===== config.mk =====
export PLATFORM = sky130hd
export DESIGN_NAME = note_tone_gen
export DESIGN_NICKNAME = d
export VERILOG_FILES = /design/src/rtl/synth_pkg.sv /design/src/rtl/note_period_rom.sv /design/src/rtl/note_tone_gen.sv
export SDC_FILE = /design/constraint.sdc
export NUM_CORES = 1
export LEC_CHECK = 0
export CAP_MARGIN = 25
export CORE_MARGIN = 2
export CORE_UTILIZATION = 50
export CTS_CLUSTER_DIAMETER = 60
export CTS_CLUSTER_SIZE = 30
export DETAILED_ROUTE_END_ITERATION = 8
export GPL_ROUTABILITY_DRIVEN = 1
export PLACE_DENSITY = 0.67
export SLEW_MARGIN = 10
export SYNTH_ARGS = -nofsm -noshare
export SYNTH_HDL_FRONTEND = slang
export SYNTH_HIERARCHICAL = 1
export SYNTH_SLANG_ARGS = --single-unit

===== constraint.sdc =====
create_clock -name clk50mhz -period 3.5 [get_ports clk50mhz]
set_clock_uncertainty 0.2 [all_clocks]
set_input_delay 0.525 -clock clk50mhz [delete_from_list [all_inputs] [get_ports clk50mhz]]
set_output_delay 0.525 -clock clk50mhz [all_outputs]
set_load 0.02 [all_outputs]

===== src/rtl/synth_pkg.sv =====
// synth_pkg: shared constants and encodings for the note-index to square-wave datapath.
package synth_pkg;

  localparam int unsigned CLK_HZ = 50_000_000;
  localparam int unsigned NOTE_W = 6;

  localparam logic [NOTE_W-1:0] NOTE_REST = '0;

  typedef enum logic [1:0] {
    DUTY_12P5 = 2'b00,
    DUTY_25   = 2'b01,
    DUTY_50   = 2'b10,
    DUTY_75   = 2'b11
  } duty_e;

  typedef enum logic {
    ST_IDLE = 1'b0,
    ST_RUN  = 1'b1
  } tone_state_e;

endpackage


===== src/rtl/note_period_rom.sv =====
// note_period_rom: registered lookup of the half-period count per note index.
// Entry n>=1 is round(CLK_HZ / (2 * C2 * 2^((n-1)/12))); entry 0 (rest) is 0.
module note_period_rom
  import synth_pkg::*;
#(
  parameter int unsigned CLK_HZ = synth_pkg::CLK_HZ,
  parameter int unsigned CNT_W  = 19,
  parameter int unsigned NOTE_W = synth_pkg::NOTE_W
) (
  input  logic              clk_i,
  input  logic              rst_ni,
  input  logic [NOTE_W-1:0] addr_i,
  output logic [CNT_W-1:0]  half_o
);

  localparam int unsigned      DEPTH  = 1 << NOTE_W;
  localparam longint unsigned  REF_HZ = 64'd50_000_000;

  // Half-period counts at the 50 MHz reference; rescaled below for other clocks.
  localparam int unsigned HALF_TBL [64] = '{
         0, 382225, 360773, 340524, 321412, 303372, 286345, 270274,
    255105, 240787, 227273, 214517, 202477, 191113, 180386, 170262,
    160706, 151686, 143173, 135137, 127552, 120393, 113636, 107258,
    101238,  95556,  90193,  85131,  80353,  75843,  71586,  67569,
     63776,  60197,  56818,  53629,  50619,  47778,  45097,  42566,
     40176,  37922,  35793,  33784,  31888,  30098,  28409,  26815,
     25310,  23889,  22548,  21283,  20088,  18961,  17897,  16892,
     15944,  15049,  14205,  13407,  12655,  11945,  11274,  10641
  };

  logic [CNT_W-1:0] rom [DEPTH];
  logic [CNT_W-1:0] half_q;

  for (genvar g = 0; g < DEPTH; g++) begin : g_rom
    if (g < 64) begin : g_tbl
      localparam longint unsigned SCALED =
        (64'(HALF_TBL[g]) * 64'(CLK_HZ) + REF_HZ / 2) / REF_HZ;
      assign rom[g] = CNT_W'(SCALED);
    end else begin : g_pad
      assign rom[g] = '0;
    end
  end

  always_ff @(posedge clk_i or negedge rst_ni) begin
    if (!rst_ni) begin
      half_q <= '0;
    end else begin
      half_q <= rom[addr_i];
    end
  end

  assign half_o = half_q;

endmodule


===== src/rtl/note_tone_gen.sv =====
// note_tone_gen: note index -> square-wave tone; pitch/rest changes applied only on waveform edges.
// Build option TONE_DUTY_EN: full-period counter with 12.5/25/50/75 % duty from duty_sel.
module note_tone_gen
  import synth_pkg::*;
#(
  parameter int unsigned CLK_HZ = synth_pkg::CLK_HZ,
  parameter int unsigned CNT_W  = 19,
  parameter int unsigned NOTE_W = synth_pkg::NOTE_W
) (
  input  logic              clk50mhz,
  input  logic              rst_n,
  input  logic [NOTE_W-1:0] note_in,
  input  logic              en,
  input  logic [1:0]        duty_sel,
  output logic              tone_out,
  output logic              note_active,
  output logic              edge_stb
);

`ifdef TONE_DUTY_EN
  localparam int unsigned PW = CNT_W + 1;
`else
  localparam int unsigned PW = CNT_W;
`endif

  tone_state_e       state_q;
  logic [NOTE_W-1:0] note_q;
  logic [CNT_W-1:0]  pending_half;
  logic [PW-1:0]     cnt_q;
  logic [PW-1:0]     cnt_inc;
  logic [PW-1:0]     end_q;
  logic [PW-1:0]     pend_end;
  logic              tone_q;
  logic              stb_q;
  logic              at_end;

  note_period_rom #(
    .CLK_HZ (CLK_HZ),
    .CNT_W  (CNT_W),
    .NOTE_W (NOTE_W)
  ) u_rom (
    .clk_i  (clk50mhz),
    .rst_ni (rst_n),
    .addr_i (note_q),
    .half_o (pending_half)
  );

`ifdef TONE_DUTY_EN
  logic [PW-1:0] duty_q;
  logic [PW-1:0] duty_d;

  function automatic logic [PW-1:0] duty_len(input duty_e sel, input logic [CNT_W-1:0] h);
    logic [PW-1:0] hx;
    hx = PW'(h);
    case (sel)
      DUTY_12P5: duty_len = hx >> 2;
      DUTY_25:   duty_len = hx >> 1;
      DUTY_50:   duty_len = hx;
      DUTY_75:   duty_len = hx + (hx >> 1);
      default:   duty_len = hx;
    endcase
  endfunction

  always_comb begin
    duty_d   = duty_len(duty_e'(duty_sel), pending_half);
    pend_end = {pending_half, 1'b0} - PW'(1);
  end
`else
  logic duty_unused;
  assign duty_unused = ^duty_sel;

  always_comb begin
    pend_end = pending_half - PW'(1);
  end
`endif

  // end_q holds active_half-1 (or 2H-1 with duty); >= keeps a shrinking period from overrunning.
  always_comb begin
    cnt_inc = cnt_q + PW'(1);
    at_end  = (cnt_q >= end_q);
  end

  always_ff @(posedge clk50mhz or negedge rst_n) begin
    if (!rst_n) begin
      note_q  <= NOTE_REST;
      state_q <= ST_IDLE;
      cnt_q   <= '0;
      end_q   <= '0;
      tone_q  <= 1'b0;
      stb_q   <= 1'b0;
`ifdef TONE_DUTY_EN
      duty_q  <= '0;
`endif
    end else begin
      note_q <= note_in;
      stb_q  <= 1'b0;
      case (state_q)
        ST_IDLE: begin
          tone_q <= 1'b0;
          cnt_q  <= '0;
          if (en && (pending_half != '0)) begin
            state_q <= ST_RUN;
            end_q   <= pend_end;
            // Parked on the end count so the first rising edge lands on the next cycle.
            cnt_q   <= pend_end;
          end
        end
        ST_RUN: begin
          if (!en || (at_end && (pending_half == '0))) begin
            state_q <= ST_IDLE;
            tone_q  <= 1'b0;
            cnt_q   <= '0;
          end else if (at_end) begin
            cnt_q <= '0;
            end_q <= pend_end;
`ifdef TONE_DUTY_EN
            duty_q <= duty_d;
            tone_q <= (duty_d != '0);
            stb_q  <= ((duty_d != '0) != tone_q);
`else
            tone_q <= ~tone_q;
            stb_q  <= 1'b1;
`endif
          end else begin
            cnt_q <= cnt_inc;
`ifdef TONE_DUTY_EN
            tone_q <= (cnt_inc < duty_q);
            stb_q  <= ((cnt_inc < duty_q) != tone_q);
`endif
          end
        end
        default: begin
          state_q <= ST_IDLE;
        end
      endcase
    end
  end

  assign tone_out    = tone_q;
  assign note_active = (state_q == ST_RUN);
  assign edge_stb    = stb_q;

endmodule


==> results of run 1 <==
==> registers in the layout, indices dropped and copies added, names as in the netlist <==
signal / flops
tone_out: 1
note_q: 6
edge_stb: 1
note_active: 1
u_rom/half_o: 19
end_q: 19
cnt_q: 19
==> layout make-up <==
class | count | area [um2] | area share
inverters | 35 | 131 | 0.0246
clock inverters | 5 | 78.8 | 0.0147
repair buffers | 24 | 205 | 0.0384
flip-flops and latches | 66 | 1650 | 0.309
clock buffers | 11 | 131 | 0.0246
well taps | 133 | 166 | 0.0311
multi-input cells | 402 | 2980 | 0.558
==> path summary, 6_finish.rpt <==
kind / from / endpoint / slack [ns]
max in group asynchronous: rst_n / note_q[2] / 2.08
worst max register to register: cnt_q[0] / cnt_q[8] / 0.61
worst min register to register: cnt_q[0] / cnt_q[0] / 0.32
worst min-delay path: cnt_q[0] / cnt_q[0] / 0.32
min in group asynchronous: rst_n / end_q[4] / 0.50
worst max-delay path: cnt_q[0] / cnt_q[8] / 0.61
==> placed cells by master, fill, tap and decap left out, drive strengths merged, types with 3 or more instances in the layout <==
cell           instances
nor2b                  5
buf                   13
o211ai                 8
nand2b                11
nor4                   4
a21oi                 22
o22ai                 19
inv                   34
mux2i                 28
ha                    34
clkbuf                11
and3                  10
nand4                 12
mux2                   3
or2                    4
a311oi                 5
xnor2                 15
o21ai                 27
nand2                 44
dfrtp                 66
clkinv                 4
or3                    6
nand3                 13
xor2                  19
o221ai                 3
mux4                  11
a21o                   5
clkdlybuf4s50         10
nor3                  11
a31oi                  5
a21boi                 3
a22oi                  5
a211oi                 5
nor2                  37
o21a                   3
==> cell usage after synthesis, types with 4 or more instances <==
cell type | n | share of area
nand2b_1 | 11 | 0.014
xor2_1 | 19 | 0.034
nand2_1 | 42 | 0.032
and3_1 | 10 | 0.013
o21ai_0 | 25 | 0.025
a211oi_1 | 5 | 0.0076
a21oi_1 | 22 | 0.022
buf_2 | 16 | 0.016
mux2i_1 | 28 | 0.057
or3_1 | 5 | 0.0063
xnor2_1 | 15 | 0.027
a31oi_1 | 5 | 0.0063
o211ai_1 | 8 | 0.012
a311oi_1 | 5 | 0.0088
clkbuf_1 | 13 | 0.0098
nor3_1 | 11 | 0.011
nor4_1 | 4 | 0.0050
nor2b_1 | 5 | 0.0063
nor2_1 | 37 | 0.028
nand4_1 | 12 | 0.015
dfrtp_1 | 66 | 0.33
mux4_2 | 9 | 0.041
a21o_1 | 5 | 0.0076
inv_1 | 32 | 0.024
a22oi_1 | 5 | 0.0076
ha_1 | 34 | 0.086
nand3_1 | 13 | 0.013
o22ai_1 | 19 | 0.024
==> per-layer routing <==
metal | part of all wire | global-route usage
met1 | 0.43 | 0.288
met2 | 0.50 | 0.386
met3 | 0.050 | 0.0352
met4 | 0.028 | 0.0975
met5 | 0 | 0
==> logic make-up (layout without fill, tap and decap cells) <==
group,after synthesis,after routing,share of synthesized area
XOR/XNOR,34,34,0.0601
adder cells (fa/ha/maj),34,34,0.0859
flip-flops,66,66,0.333
AO/OA/AOI/OAI,128,128,0.173
AND/OR/NAND/NOR,164,164,0.168
multiplexers,42,42,0.115
buffers and inverters,71,75,0.0649
==> through the flow <==
stage | cell area, um2 | power (uW) | hold WS, ns | setup WS (ns) | instances
final | 5350 | 2540 | 0.318 | 0.614 | 676
after global routing | 5350 | 2720 | 0.353 | 0.450 | 676
after CTS | 5350 | 2560 | 0.308 | 0.616 | 676
after detailed placement | 5130 | 1860 | 0.299 | 0.623 | 659
after global placement | 5130 | 1830 | 0.299 | 0.666 | 659
after floorplan | 4950 | 1650 | 0.0294 | 0.802 | 539
==> power by group through the flow <==
stage                     Sequential [uW]  Combinational, uW  Clock (uW)
after floorplan                      1020                626           0
after global placement               1040                792           0
after detailed placement             1040                813           0
after CTS                            1030                819         709
after global routing                 1050                919         753
final                                1030                816         690
==> repair_timing <==
| action | CTS | global route |
|---|---|---|
| hold buffers | 1 | 0 |
| resized for setup | 0 | 0 |
| hold endpoints to repair | 23 | 0 |
==> impl_metrics.prom, run 1 <==
# TYPE chip_impl_metric gauge
chip_impl_info{name="rsz0062_at_grt",value="no"} 1
chip_impl_metric{name="power.leakage",unit="uW"} 0.00235
chip_impl_metric{name="power.switching",unit="uW"} 860
chip_impl_metric{name="power.internal",unit="uW"} 1680
chip_impl_metric{name="first_pass_iters",unit=""} 5
chip_impl_metric{name="fp-row-count",unit=""} 36
chip_impl_metric{name="synthDistinctLibCells",unit=""} 68
chip_impl_metric{name="diode_count",unit=""} 0
chip_impl_metric{name="ys.warnings.count",unit=""} 6
chip_impl_metric{name="syn_avg_cell_area",unit="um2"} 9.19
chip_impl_metric{name="period_needed",unit="ns"} 2.89
chip_impl_metric{name="cp_slowest_stage_delay",unit="ns"} 0.58
chip_impl_metric{name="grt.total_usage",unit=""} 0.227
chip_impl_metric{name="setup-tns-final",unit="ns"} 0
chip_impl_metric{name="port_bufs",unit=""} 11
chip_impl_metric{name="drcViolationCount",unit=""} 0
chip_impl_metric{name="place.gp.congestion",unit=""} 0.915
chip_impl_info{name="hold_path.class",value="flop to flop"} 1
chip_impl_metric{name="ios",unit=""} 14
chip_impl_info{name="clock_tree.root_cell",value="clkbuf_8"} 1
chip_impl_metric{name="share_of_total_power_in_the_clock_network",unit=""} 0.272
chip_impl_metric{name="areaGrowthSynthToFinish",unit="%"} 7.93
chip_impl_metric{name="vias",unit=""} 4087
chip_impl_metric{name="timing.final.max_slew_violations",unit=""} 0
chip_impl_metric{name="ys_async_sr_fraction",unit=""} 1.00
chip_impl_metric{name="floorplan.initialDensity",unit=""} 0.512
chip_impl_info{name="synth_ff_type",value="dfrtp_1"} 1
chip_impl_metric{name="num-nets-final",unit=""} 583
chip_impl_metric{name="die_height",unit="um"} 104
chip_impl_metric{name="postLayoutCoreUtil",unit=""} 0.552
chip_impl_info{name="worst_path_max_delay_cell",value="or2_1"} 1
chip_impl_metric{name="timing.critical_path.arrival",unit="ns"} 2.94
chip_impl_metric{name="fmax",unit="MHz"} 346
chip_impl_metric{name="clk_pin_slew",unit="ns"} 0.08
chip_impl_metric{name="grt_pass1_vias",unit=""} 3898
chip_impl_metric{name="grt_start_max_net_pins",unit=""} 44
chip_impl_metric{name="fraction_of_layout_cells_with_a_size_suffix_above_1",unit=""} 0.0902
chip_impl_metric{name="worst-r2r-cell-count",unit=""} 8
chip_impl_metric{name="routed_wire_length_per_instance",unit="um"} 17.5
chip_impl_info{name="timing.critical_path.to_type",value="flop"} 1
chip_impl_info{name="timing.critical_path.max_delay_family",value="simple AND/OR/NAND/NOR gates"} 1
chip_impl_metric{name="tritoncts_num_sinks",unit=""} 66
chip_impl_metric{name="post-cts-setup-buffer-count",unit=""} 0
chip_impl_metric{name="die-area",unit="um2"} 10700
chip_impl_metric{name="worstMarginPinSlew",unit="ns"} 0.827
chip_impl_metric{name="finalCritPeriodShare",unit=""} 0.825
chip_impl_metric{name="netlist_area",unit="um2"} 4950
chip_impl_metric{name="power.share.sequential",unit=""} 0.406
chip_impl_metric{name="clk_latency",unit="ns"} 0.35
chip_impl_metric{name="clockBufferDepth",unit=""} 2
chip_impl_metric{name="hold_path_depth",unit=""} 1
chip_impl_info{name="kind_of_critical_path",value="flop to flop"} 1
chip_impl_metric{name="maxSlewHeadroom",unit=""} 0.449
chip_impl_metric{name="synth_edf_count",unit=""} 0
chip_impl_metric{name="worst-path-stages",unit=""} 8
chip_impl_metric{name="die_width",unit="um"} 104
chip_impl_metric{name="fillerInstances",unit=""} 901
chip_impl_metric{name="core",unit="um2"} 9680
chip_impl_metric{name="cts.htree.levels",unit=""} 3
chip_impl_metric{name="critical_path_required",unit="ns"} 3.56
chip_impl_metric{name="number_of_buffers_created_by_cts",unit=""} 9
chip_impl_metric{name="postSynthCellCount",unit=""} 539
chip_impl_metric{name="detailed_router_s_first_iteration_violation_count",unit=""} 180
chip_impl_metric{name="grt_pass1_wl",unit="mm"} 19.5
chip_impl_metric{name="worstPathMaxFanout",unit=""} 19
chip_impl_metric{name="route.detailed.vias_per_inst",unit=""} 6.05
chip_impl_metric{name="drt_wl_total",unit="mm"} 11.8
chip_impl_metric{name="maxCapViolCount",unit=""} 0
chip_impl_metric{name="gr-total-overflow",unit=""} 0
chip_impl_metric{name="irDropWorstVdd",unit="V"} 0.000182
chip_impl_info{name="worst_setup_path_start_kind",value="flop"} 1
chip_impl_metric{name="report.final.setup_viol",unit=""} 0
chip_impl_info{name="path_cells",value="inv_1, ha_1, nand2b_1, a211o_1, a311oi_1, nand4_1, or2_1, o22ai_1"} 1
chip_impl_metric{name="combPwrFrac",unit=""} 0.322
chip_impl_metric{name="hold_viol",unit=""} 0
chip_impl_metric{name="pwr_density_cell",unit="nW/um2"} 474
chip_impl_metric{name="cp_num_buf_inv",unit=""} 1
chip_impl_metric{name="ys_seq_elements",unit=""} 66
chip_impl_info{name="run_status",value="completed"} 1
chip_impl_metric{name="seq_area_frac_synth",unit=""} 0.333
chip_impl_info{name="tritoncts",value="yes"} 1
chip_impl_metric{name="syn_nets",unit=""} 584
chip_impl_metric{name="switching_share",unit=""} 0.339
chip_impl_metric{name="grt_antenna_before_repair",unit=""} 0
chip_impl_metric{name="post-dp-hpwl",unit="mm"} 8.41
chip_impl_metric{name="drtAntennaViolNets",unit=""} 0
(Power assumes the default switching activity.)
==> run 2: changes to the inputs <==
==> constraint.sdc (replaced) <==
create_clock -name clk50mhz -period 2.77 [get_ports clk50mhz]
set_clock_uncertainty 0.2 [all_clocks]
set_input_delay 0.4155 -clock clk50mhz [delete_from_list [all_inputs] [get_ports clk50mhz]]
set_output_delay 0.4155 -clock clk50mhz [all_outputs]
set_load 0.02 [all_outputs]
==> impl_metrics.prom, run 2 (same netlist as run 1, synthesis figures left out) <==
# TYPE chip_impl_metric gauge
chip_impl_metric{name="maxCapViolCount",unit=""} 0
chip_impl_metric{name="multi_input_area",unit="um2"} 2980
chip_impl_metric{name="finish.cell_count_without_fillers",unit=""} 687
chip_impl_metric{name="critical_path_required",unit="ns"} 2.83
chip_impl_metric{name="power.leakage",unit="uW"} 0.00241
chip_impl_metric{name="fmax",unit="MHz"} 380
chip_impl_metric{name="fillerInstances",unit=""} 873
chip_impl_metric{name="worstMarginPinSlew",unit="ns"} 0.777
chip_impl_metric{name="period_needed",unit="ns"} 2.63
chip_impl_metric{name="pwr_density_cell",unit="nW/um2"} 581
chip_impl_metric{name="post-cts-setup-buffer-count",unit=""} 0
chip_impl_metric{name="clk_pin_slew",unit="ns"} 0.08
chip_impl_metric{name="route.detailed.vias_per_inst",unit=""} 6.13
chip_impl_info{name="hold_path.class",value="primary input to flop"} 1
chip_impl_metric{name="die-area",unit="um2"} 10700
chip_impl_metric{name="detailed_router_s_first_iteration_violation_count",unit=""} 299
chip_impl_info{name="kind_of_critical_path",value="flop to flop"} 1
chip_impl_metric{name="place.gp.congestion",unit=""} 0.970
chip_impl_metric{name="routed_wire_length_per_instance",unit="um"} 17.7
chip_impl_metric{name="grt_start_max_net_pins",unit=""} 70
chip_impl_metric{name="totalPowerFinal",unit="uW"} 3170
chip_impl_info{name="most-common-layout-cells",value="65 x dfrtp_1, 42 x nand2_1, 37 x nor2_1"} 1
chip_impl_metric{name="first_pass_iters",unit=""} 5
chip_impl_metric{name="grt_antenna_before_repair",unit=""} 0
chip_impl_metric{name="maxSlewHeadroom",unit=""} 0.482
chip_impl_metric{name="gr-total-overflow",unit=""} 0
chip_impl_metric{name="timing.final.max_slew_violations",unit=""} 0
chip_impl_info{name="tritoncts",value="yes"} 1
chip_impl_metric{name="areaGrowthSynthToFinish",unit="%"} 10.3
chip_impl_metric{name="post-dp-hpwl",unit="mm"} 8.78
chip_impl_metric{name="fraction_of_layout_cells_with_a_size_suffix_above_1",unit=""} 0.112
chip_impl_metric{name="clk_latency",unit="ns"} 0.34
chip_impl_metric{name="drtAntennaViolNets",unit=""} 0
chip_impl_metric{name="setup-tns-final",unit="ns"} 0
chip_impl_metric{name="die_height",unit="um"} 104
chip_impl_metric{name="tritoncts_num_sinks",unit=""} 66
chip_impl_metric{name="clockBufferDepth",unit=""} 2
chip_impl_info{name="clock_tree.root_cell",value="clkbuf_8"} 1
chip_impl_info{name="layout_commonest_cell",value="dfrtp_1"} 1
chip_impl_metric{name="ios",unit=""} 14
chip_impl_metric{name="fp-row-count",unit=""} 36
chip_impl_metric{name="hold_viol",unit=""} 0
chip_impl_info{name="rsz0062_at_grt",value="no"} 1
chip_impl_metric{name="number_of_buffers_created_by_cts",unit=""} 9
chip_impl_metric{name="numPlacedInstances",unit=""} 671
chip_impl_info{name="timing.critical_path.to_type",value="flop"} 1
chip_impl_metric{name="grt_pass1_vias",unit=""} 4119
chip_impl_metric{name="worstPathMaxFanout",unit=""} 15
chip_impl_metric{name="diode_count",unit=""} 0
chip_impl_metric{name="die_width",unit="um"} 104
chip_impl_metric{name="drt_wl_total",unit="mm"} 12.2
chip_impl_metric{name="finalCritPeriodShare",unit=""} 0.950
chip_impl_metric{name="cts.htree.levels",unit=""} 3
chip_impl_info{name="run_status",value="completed"} 1
chip_impl_metric{name="num-nets-final",unit=""} 595
chip_impl_metric{name="drcViolationCount",unit=""} 0
chip_impl_metric{name="irDropWorstVdd",unit="V"} 0.000228
chip_impl_metric{name="port_bufs",unit=""} 11
chip_impl_metric{name="layout.area.seq",unit="um2"} 1650
chip_impl_metric{name="grt_pass1_wl",unit="mm"} 20.5
chip_impl_metric{name="vias",unit=""} 4213
chip_impl_info{name="worst_setup_path_start_kind",value="flop"} 1
chip_impl_metric{name="report.final.setup_viol",unit=""} 0
chip_impl_metric{name="timing.critical_path.arrival",unit="ns"} 2.69
chip_impl_metric{name="core",unit="um2"} 9680
chip_impl_metric{name="grt.total_usage",unit=""} 0.236
chip_impl_metric{name="floorplan.initialDensity",unit=""} 0.512
==> run 2: cell count changes in the layout (fill, tap and decap cells not counted), sizes merged <==
cell | before | now
clkinvlp | 0 | 1
bufinv | 2 | 1
buf | 13 | 25
clkbuf | 11 | 10
==> run 2: area by class of cell <==
class | count | share of cell area
Tap cell | 133 | 0.0305
Clock buffer | 10 | 0.0234
Multi-Input combinational cell | 402 | 0.546
Timing Repair Buffer | 36 | 0.0632
Inverter | 35 | 0.0240
Clock inverter | 5 | 0.0103
Sequential cell | 66 | 0.302
==> run 2: path summary, 6_finish.rpt <==
| path | startpoint | endpoint | slack [ns] | depth (start not counted) |
|---|---|---|---|---|
| setup / recovery | u_rom/half_o[12] | end_q[18] | 0.14 | 7 |
| setup reg to reg | u_rom/half_o[12] | end_q[18] | 0.14 | 7 |
| hold / removal | note_in[4] | note_q[4] | 0.30 | 1 |
| min in group asynchronous | rst_n | cnt_q[4] | 0.41 | 2 |
| max in group asynchronous | rst_n | note_q[2] | 1.31 | 3 |
| hold reg to reg | end_q[0] | end_q[0] | 0.32 | 1 |
==> run 2: per-layer routing <==
metal	up-vias	GRT usage	wire [um]
li1	1976	-	-
met5	-	0	0
met4	0	0.115	538
met3	50	0.0459	915
met2	182	0.391	5810
met1	2005	0.296	4920
==> run 2: repair_timing <==
item	4_1_cts	5_1_grt
endpoints found under the hold margin	24	0
hold buffers	1	0
setup endpoints to repair	0	11
gates resized for setup	0	1
==> run 2: worst max-delay path, cell delays in order (launching register included) <==
cell and delay [ns]:
dfrtp_1 0.41, or3_4 0.39, or4_1 0.43, or3_1 0.39, o21a_4 0.27, nand2_8 0.09
buf_12 0.17, mux2i_1 0.20
==> run 2: power by group <==
group,total [uW],switching [uW],internal (uW),leakage (uW)
registers,1290,123,1170,0.000816
clock network,773,363,409,0.0000921
logic,1110,622,484,0.00151
total,3170,1110,2060,0.00241
==> run 2: per-stage QoR <==
stage          setup WS, ns  utilization  instance area, um2  hold WS, ns
4_1_cts               0.112        0.564                5460        0.290
3_3_place_gp          0.171        0.544                5270        0.249
3_5_place_dp          0.138        0.544                5270        0.252
5_1_grt             0.00909        0.564                5460        0.287
6_report              0.140        0.564                5460        0.304
2_1_floorplan        0.0717            -                4950      -0.0801
